==> config.mk <==
export PLATFORM = sky130hd
export DESIGN_NAME = harmonic_lock_tracker
export DESIGN_NICKNAME = d
export VERILOG_FILES = /design/src/rtl/harmonic_pkg.sv /design/src/rtl/harmonic_lock_tracker_sat_counter.sv /design/src/rtl/harmonic_lock_tracker.sv
export SDC_FILE = /design/constraint.sdc
export NUM_CORES = 1
export LEC_CHECK = 0
export CORE_MARGIN = 5
export CORE_UTILIZATION = 30
export DETAILED_ROUTE_END_ITERATION = 12
export PLACE_DENSITY = 0.63
export SLEW_MARGIN = 20
export SYNTH_ARGS = -nofsm -noshare
export SYNTH_HDL_FRONTEND = slang
export SYNTH_SLANG_ARGS = --single-unit
==> constraint.sdc <==
create_clock -name clk -period 2.9 [get_ports clk]
set_input_delay 0.58 -clock clk [delete_from_list [all_inputs] [get_ports clk]]
set_output_delay 0.58 -clock clk [all_outputs]
set_load 0.01 [all_outputs]
==> src/rtl/harmonic_pkg.sv <==
// Shared definitions for the harmonic lock tracker.
// Holds the lock-state encodings, the Q14 reference constants, the default
// qualification thresholds, and a small elaboration-time helper.
package harmonic_pkg;

    typedef enum logic [1:0] {
        LS_UNLOCKED  = 2'd0,
        LS_ACQUIRING = 2'd1,
        LS_LOCKED    = 2'd2,
        LS_RELEASING = 2'd3
    } lock_state_e;

    // Q14 reference constants
    localparam int ONE = 16384;
    localparam int PHI = 26510;

    // Default thresholds (Q14)
    localparam int DEF_ENTER_TH = 14000;
    localparam int DEF_EXIT_TH  = 12000;
    localparam int DEF_DROP_TH  = -2000;

    function automatic int max_int(input int a, input int b);
        return (a > b) ? a : b;
    endfunction

endpackage

==> src/rtl/harmonic_lock_tracker_sat_counter.sv <==
// sat_counter: unsigned counter that sticks at all-ones.
// Ports:
//   clk, rst_n  clock and asynchronous active-low reset
//   i_clr       synchronous clear (wins over i_inc)
//   i_inc       increment by one unless already saturated
//   o_q         current count
module sat_counter #(
    parameter int W = 8
) (
    input  logic         clk,
    input  logic         rst_n,
    input  logic         i_clr,
    input  logic         i_inc,
    output logic [W-1:0] o_q
);

    logic [W-1:0] r_q;

    always_ff @(posedge clk or negedge rst_n) begin
        if (!rst_n) begin
            r_q <= '0;
        end else if (i_clr) begin
            r_q <= '0;
        end else if (i_inc && (r_q != {W{1'b1}})) begin
            r_q <= r_q + 1'b1;
        end
    end

    assign o_q = r_q;

endmodule

==> src/rtl/harmonic_lock_tracker.sv <==
// harmonic_lock_tracker: debounced, hysteretic lock tracker for the harmonic
// spacing index. Converts the raw per-sample lock flag into a four-state lock
// FSM, emits acquire/loss/collapse pulses and keeps per-episode statistics.
// Ports:
//   clk, rst_n         clock, asynchronous active-low reset
//   clk_en             sample strobe; state advances only when high
//   hsi, delta_hsi     signed Q14 index and its deviation from baseline
//   harmonic_locked    raw lock flag (used only while acquiring)
//   lock_state         0 UNLOCKED, 1 ACQUIRING, 2 LOCKED, 3 RELEASING
//   locked_stable      high in LOCKED or RELEASING
//   lock_acquired      one-clk pulse on ACQUIRING/UNLOCKED -> LOCKED
//   lock_lost          one-clk pulse on LOCKED/RELEASING -> UNLOCKED
//   collapse_evt       one-clk pulse when the exit was caused by a collapse
//   lock_duration      samples in the current/last lock, saturating
//   hsi_peak           max hsi seen in the current/last lock
//   lock_count         completed acquisitions, saturating at 255
module harmonic_lock_tracker
    import harmonic_pkg::*;
#(
    parameter int WIDTH     = 18,
    parameter int FRAC      = 14,
    parameter int ENTER_TH  = DEF_ENTER_TH,
    parameter int EXIT_TH   = DEF_EXIT_TH,
    parameter int ACQ_CNT   = 8,
    parameter int LOSS_CNT  = 4,
    parameter int DROP_TH   = DEF_DROP_TH,
    parameter int DUR_WIDTH = 16
) (
    input  logic                        clk,
    input  logic                        rst_n,
    input  logic                        clk_en,
    input  logic signed [WIDTH-1:0]     hsi,
    input  logic signed [WIDTH-1:0]     delta_hsi,
    input  logic                        harmonic_locked,
    output logic [1:0]                  lock_state,
    output logic                        locked_stable,
    output logic                        lock_acquired,
    output logic                        lock_lost,
    output logic                        collapse_evt,
    output logic [DUR_WIDTH-1:0]        lock_duration,
    output logic signed [WIDTH-1:0]     hsi_peak,
    output logic [7:0]                  lock_count
);

    localparam int DWELL_W = $clog2(max_int(ACQ_CNT, LOSS_CNT) + 1);

    localparam logic signed [WIDTH-1:0] C_ENTER = ENTER_TH[WIDTH-1:0];
    localparam logic signed [WIDTH-1:0] C_EXIT  = EXIT_TH[WIDTH-1:0];
    localparam logic signed [WIDTH-1:0] C_DROP  = DROP_TH[WIDTH-1:0];

    localparam logic [DWELL_W-1:0] C_ACQ_LAST  = DWELL_W'(ACQ_CNT - 1);
    localparam logic [DWELL_W-1:0] C_LOSS_LAST = DWELL_W'(LOSS_CNT - 1);

    lock_state_e        r_state;
    lock_state_e        w_state_nxt;
    logic [DWELL_W-1:0] r_dwell;
    logic [DWELL_W-1:0] w_dwell_nxt;

    logic               r_acq;
    logic               r_lost;
    logic               r_coll;
    logic signed [WIDTH-1:0] r_peak;

    logic w_good;
    logic w_hold;
    logic w_coll;
    logic w_in_lock;
    logic w_enter;
    logic w_exit;
    logic w_coll_exit;

    // Sample qualifiers, all signed compares
    assign w_good = harmonic_locked && (hsi >= C_ENTER);
    assign w_hold = (hsi >= C_EXIT);
    assign w_coll = (delta_hsi < C_DROP);

    // ---------------------------------------------------------------
    // State register
    // ---------------------------------------------------------------
    always_ff @(posedge clk or negedge rst_n) begin
        if (!rst_n) begin
            r_state <= LS_UNLOCKED;
            r_dwell <= '0;
        end else begin
            r_state <= w_state_nxt;
            r_dwell <= w_dwell_nxt;
        end
    end

    // ---------------------------------------------------------------
    // Next-state logic
    // ---------------------------------------------------------------
    always_comb begin
        w_state_nxt = r_state;
        w_dwell_nxt = r_dwell;
        if (clk_en) begin
            unique case (r_state)
                LS_UNLOCKED: begin
                    if (w_good) begin
                        if (ACQ_CNT == 1) begin
                            w_state_nxt = LS_LOCKED;
                            w_dwell_nxt = '0;
                        end else begin
                            w_state_nxt = LS_ACQUIRING;
                            w_dwell_nxt = DWELL_W'(1);
                        end
                    end
                end
                LS_ACQUIRING: begin
                    if (!w_good) begin
                        w_state_nxt = LS_UNLOCKED;
                        w_dwell_nxt = '0;
                    end else if (r_dwell == C_ACQ_LAST) begin
                        w_state_nxt = LS_LOCKED;
                        w_dwell_nxt = '0;
                    end else begin
                        w_dwell_nxt = r_dwell + 1'b1;
                    end
                end
                LS_LOCKED: begin
                    if (w_coll) begin
                        w_state_nxt = LS_UNLOCKED;
                        w_dwell_nxt = '0;
                    end else if (!w_hold) begin
                        if (LOSS_CNT == 1) begin
                            w_state_nxt = LS_UNLOCKED;
                            w_dwell_nxt = '0;
                        end else begin
                            w_state_nxt = LS_RELEASING;
                            w_dwell_nxt = DWELL_W'(1);
                        end
                    end
                end
                LS_RELEASING: begin
                    if (w_coll) begin
                        w_state_nxt = LS_UNLOCKED;
                        w_dwell_nxt = '0;
                    end else if (w_hold) begin
                        w_state_nxt = LS_LOCKED;
                        w_dwell_nxt = '0;
                    end else if (r_dwell == C_LOSS_LAST) begin
                        w_state_nxt = LS_UNLOCKED;
                        w_dwell_nxt = '0;
                    end else begin
                        w_dwell_nxt = r_dwell + 1'b1;
                    end
                end
                default: begin
                    w_state_nxt = LS_UNLOCKED;
                    w_dwell_nxt = '0;
                end
            endcase
        end
    end

    // ---------------------------------------------------------------
    // Output / action decode. Transitions are read off the current and
    // next state so the event strobes can never disagree with the FSM.
    // ---------------------------------------------------------------
    always_comb begin
        w_in_lock   = 1'b0;
        w_enter     = 1'b0;
        w_exit      = 1'b0;
        w_coll_exit = 1'b0;
        if (clk_en) begin
            w_in_lock = (r_state == LS_LOCKED) || (r_state == LS_RELEASING);
            w_enter   = !w_in_lock && (w_state_nxt == LS_LOCKED);
            w_exit    = w_in_lock && (w_state_nxt == LS_UNLOCKED);
            // Collapse has top priority in both lock states, so a lock
            // exit with coll asserted is always a collapse exit.
            w_coll_exit = w_exit && w_coll;
        end
    end

    // Pulses are refreshed every clk so they drop after one cycle even
    // when the next edge has clk_en low.
    always_ff @(posedge clk or negedge rst_n) begin
        if (!rst_n) begin
            r_acq  <= 1'b0;
            r_lost <= 1'b0;
            r_coll <= 1'b0;
        end else begin
            r_acq  <= w_enter;
            r_lost <= w_exit;
            r_coll <= w_coll_exit;
        end
    end

    // Peak restarts at the entry sample and tracks through the exit sample
    always_ff @(posedge clk or negedge rst_n) begin
        if (!rst_n) begin
            r_peak <= '0;
        end else if (w_enter) begin
            r_peak <= hsi;
        end else if (w_in_lock && (hsi > r_peak)) begin
            r_peak <= hsi;
        end
    end

    sat_counter #(.W(DUR_WIDTH)) u_dur (
        .clk   (clk),
        .rst_n (rst_n),
        .i_clr (w_enter),
        .i_inc (w_in_lock),
        .o_q   (lock_duration)
    );

    sat_counter #(.W(8)) u_cnt (
        .clk   (clk),
        .rst_n (rst_n),
        .i_clr (1'b0),
        .i_inc (w_enter),
        .o_q   (lock_count)
    );

    assign lock_state    = r_state;
    assign locked_stable = (r_state == LS_LOCKED) || (r_state == LS_RELEASING);
    assign lock_acquired = r_acq;
    assign lock_lost     = r_lost;
    assign collapse_evt  = r_coll;
    assign hsi_peak      = r_peak;

endmodule

==> summary.md <==
| Metric | Value |
|---|---|
| Pin count of the biggest net entering global routing | `32` |
| Async SR Flop Fraction | `100.0%` |
| Category of the worst setup path capture point | `flop` |
| Arrival time at the worst endpoint | `3.02 ns` |
| Busiest layer in global routing | `met2` |
| Hold buffers post-CTS | `0` |
| Post-layout net count | `476` |
| Share of the synthesized area in compound gates (AO/OA/AOI/OAI) | `13.55%` |
| Total power of the final layout | `2.840 mW` |
| Global routing usage on met2 | `21.48%` |
| Data required time at the worst endpoint | `3.10 ns` |
| Clk_skew | `0.01316 ns` |
| Post-DP HPWL | `6.123 mm` |
| Final-report max-slew violation count | `0` |
| Overall routed net length | `7.847 mm` |
| Flip-flop cell with the highest count after synthesis | `sky130_fd_sc_hd__dfrtp_1` |
| Layout Cell Area excl Fill | `4405 sq um` |
| Met1 usage | `18.33%` |
| Die width | `111.1 um` |
| Path category of the worst min-delay check | `in -> async` |
| Clk slew on worst S/H paths | `0.10 ns` |
| Final critical delay including setup and external delays | `2.822 ns` |
| Actual slew at the worst max-slew pin | `0.7471 ns` |
| DRC violation total after the first TritonRoute iteration | `87` |
| Routed length per placed instance | `14.22 um` |
| Sink Count | `51` |
| Simple-gate portion of the synthesized area | `18.12%` |
| Overflow left after global routing | `0` |
| Adder-cell area share of the yosys netlist | `8.568%` |
| Number of inserted filler cells in the final layout | `978` |
| CTS tree | `built` |
| Std cell rows | `37` |
| Vias in the first global route | `2,766` |
| Type of the setup path with the least slack | `in -> reg` |
| Die Footprint | `12,340 sq um` |
| Yosys Warn Count | `0` |
| CP cell instances | `clkdlybuf4s50_1, ha_1, nand4_1, or4_4, nor2_1, a211oi_1, a21oi_4, buf_12, mux2_2` |
| Sequential area share after synthesis | `41.62%` |
| Number of antenna violations at the first check in global routing | `0` |
| GRT Overall Usage | `13.25%` |
| Routability-driven placement congestion ratio | `0.8803` |
| Detailed-route via count | `2,635` |
| Setup violations, final | `0` |
| Detailed-router iteration count before antenna repair | `4` |
| Cell area after synthesis | `3067 sq um` |
| Setup repair after global routing missed its margin | `no` |
| Clock latency on the worst-skew pair | `0.30 ns` |
| Number of buffer cells added on primary ports | `83` |
| CTS buffer count | `5` |
| Flip-flop and latch count after synthesis | `51` |
| Share of layout cells above drive strength 1 | `17.31%` |
| Chip height | `111.1 um` |
| Count of non-filler cells in the finished layout | `552` |
| Clock root buffer | `sky130_fd_sc_hd__clkbuf_8` |
| Number of cells in the design after placement | `544` |
| IR Drop Worst-Case VDD | `291.6 uV` |
| Share of the synthesized netlist area taken by xor and xnor gates | `5.141%` |
| Worst setup margin | `0.07832 ns` |
| Largest buffer count on any clock path | `2` |
| Setup slack of the worst register-to-register path | `0.38 ns` |
| Syn Inst Count | `300` |
| Fin Hold WS | `0.3212 ns` |
| Routed vias/inst | `4.774` |
| First-pass GRT wire length | `13.83 mm` |
| Largest delay share family, worst path | `simple AND/OR/NAND/NOR gates` |
| Number of H-tree levels | `2` |
| Number of top-level design ports | `88` |
| Max-cap check violation count | `0` |
| Final period utilization | `97.30%` |
| Post-DP Area | `4273 sq um` |
| Synth cell types | `52` |
| Portion of netlist area occupied by mux cells | `8.201%` |
| Slowest stage delay, CP | `0.56 ns` |
| Synthesized Nets | `361` |
| Utilization of the core after routing | `43.45%` |
| Status | `complete, no violations` |
| Reported leakage power | `1.989 nW` |
| Slowest stage cell on the critical path | `sky130_fd_sc_hd__or4_4` |
| Critical path buffers and inverters | `2` |
| Final antenna-violating net count | `0` |
| Largest family of logic cells by synthesized area | `simple AND/OR/NAND/NOR gates` |
| Initial core utilization | `30.25%` |
| Count of flip-flops with a built-in enable after synthesis | `0` |
| PD cells | `644.7 nW/um^2` |
| # DRC | `0` |
| Antenna diodes | `0` |
| Synthesized area per cell | `10.22 sq um` |
| Fraction of met3 tracks used by global routing | `2.948%` |
| Slew headroom | `49.90%` |
| Number of failing hold endpoints at the final stage | `0` |
| Setup TNS Final | `0 ns` |
| Upper clock frequency limit | `354.4 MHz` |
| Worst slack at placement | `-0.2512 ns` |
| Area Growth Syn to Fin | `43.66%` |
| Maximum fanout encountered on the critical timing path | `10` |
| CP startpoint kind | `input pin` |
| Core area | `10,140 sq um` |
-- registers in the layout, summed over array words and instances (netlist names) --
signal         count
r_dwell            4
u_cnt.o_q          8
u_dur.o_q         16
lock_state         2
collapse_evt       1
hsi_peak          18
lock_acquired      1
lock_lost          1
-- report_power, final --
part	switching [mW]	internal, mW
logic	0.511	0.754
clock network	0.249	0.284
registers	0.163	0.879
-- synthesized netlist by cell type (3+ instances only) --
master / instances / area [sq um]
sky130_fd_sc_hd__a211oi_1: 3 / 22.52
sky130_fd_sc_hd__a21o_1: 4 / 30.03
sky130_fd_sc_hd__a21oi_1: 11 / 55.05
sky130_fd_sc_hd__and2_1: 5 / 31.28
sky130_fd_sc_hd__and3_1: 7 / 43.79
sky130_fd_sc_hd__and4_1: 5 / 43.79
sky130_fd_sc_hd__clkbuf_1: 4 / 15.01
sky130_fd_sc_hd__dfrtp_1: 51 / 1276
sky130_fd_sc_hd__ha_1: 21 / 262.8
sky130_fd_sc_hd__inv_1: 28 / 105.1
sky130_fd_sc_hd__mux2_2: 9 / 101.4
sky130_fd_sc_hd__mux2_4: 10 / 150.1
sky130_fd_sc_hd__nand2_1: 18 / 67.56
sky130_fd_sc_hd__nand3_1: 12 / 60.06
sky130_fd_sc_hd__nand3b_1: 3 / 22.52
sky130_fd_sc_hd__nand4_1: 9 / 56.30
sky130_fd_sc_hd__nor2_1: 25 / 93.84
sky130_fd_sc_hd__nor3_1: 7 / 35.03
sky130_fd_sc_hd__o21ai_0: 10 / 50.05
sky130_fd_sc_hd__xnor2_1: 10 / 87.58
sky130_fd_sc_hd__xor2_1: 8 / 70.07
-- layout by cell type (no fill, tap or decap), types with 2 or more instances in the layout --
cell type,Yosys,routed
sky130_fd_sc_hd__clkdlybuf4s50_1,0,82
sky130_fd_sc_hd__nand2b_1,2,2
sky130_fd_sc_hd__dfrtp_1,51,51
sky130_fd_sc_hd__a211o_1,2,2
sky130_fd_sc_hd__o21ai_0,10,10
sky130_fd_sc_hd__nand2_1,18,18
sky130_fd_sc_hd__nor4_1,2,2
sky130_fd_sc_hd__nand3_1,12,12
sky130_fd_sc_hd__nand4_1,9,9
sky130_fd_sc_hd__a211oi_1,3,3
sky130_fd_sc_hd__clkbuf_8,0,6
sky130_fd_sc_hd__a2111oi_0,2,2
sky130_fd_sc_hd__xor2_1,8,8
sky130_fd_sc_hd__ha_1,21,21
sky130_fd_sc_hd__mux2_4,10,10
sky130_fd_sc_hd__xnor2_1,10,10
sky130_fd_sc_hd__or4_1,2,2
sky130_fd_sc_hd__nand3b_1,3,3
sky130_fd_sc_hd__o31a_1,2,2
sky130_fd_sc_hd__and4_1,5,5
sky130_fd_sc_hd__inv_1,28,28
sky130_fd_sc_hd__a21oi_1,11,11
sky130_fd_sc_hd__buf_4,1,31
sky130_fd_sc_hd__and3_1,7,7
sky130_fd_sc_hd__and2_1,5,5
sky130_fd_sc_hd__or3_1,2,2
sky130_fd_sc_hd__a221oi_2,1,2
sky130_fd_sc_hd__nor3_1,7,7
sky130_fd_sc_hd__nor2_1,25,25
sky130_fd_sc_hd__a21o_1,4,4
sky130_fd_sc_hd__mux2_2,9,9
sky130_fd_sc_hd__a31oi_1,2,2
-- kinds of logic (layout without fill, tap and decap cells) --
logic type	Yosys count	after routing
AND/OR/NAND/NOR	104	104
adder cells (fa/ha/maj)	21	21
AO/OA/AOI/OAI	52	52
XOR/XNOR	18	18
multiplexers	19	19
buffers and inverters	35	151
flip-flops	51	51
-- final timing paths --
| kind | start | to | depth (start not counted) |
|---|---|---|---|
| min in group clk | u_cnt.o_q[5] | u_cnt.o_q[5] | 1 |
| max in group asynchronous | rst_n | u_cnt.o_q[6] | 2 |
| min | rst_n | hsi_peak[0] | 1 |
| min reg2reg | u_cnt.o_q[5] | u_cnt.o_q[5] | 1 |
| max | hsi[17] | hsi_peak[3] | 9 |
| max reg2reg | hsi_peak[17] | hsi_peak[3] | 9 |
-- layout make-up --
cell class	instances	area (sq um)	share of cell area, %
Timing Repair Buffer	115	1079	24.48
Tap cell	136	170.2	3.863
Clock buffer	6	82.58	1.874
Sequential cell	51	1276	28.97
Multi-Input combinational cell	214	1654	37.55
Inverter	28	105.1	2.386
Clock inverter	2	38.79	0.8804
-- layer usage --
metal	routed length, um	share of wire [%]
met4	59	0.75
met1	3748	48
met2	3702	47
met5	0	0
met3	337	4.3
-- what timing repair did --
item,CTS,global route
endpoints found under the hold margin,0,0
gates resized for setup,0,1
setup buffers,0,0
endpoints found under the setup margin,0,17
(Power assumes the default switching activity.)
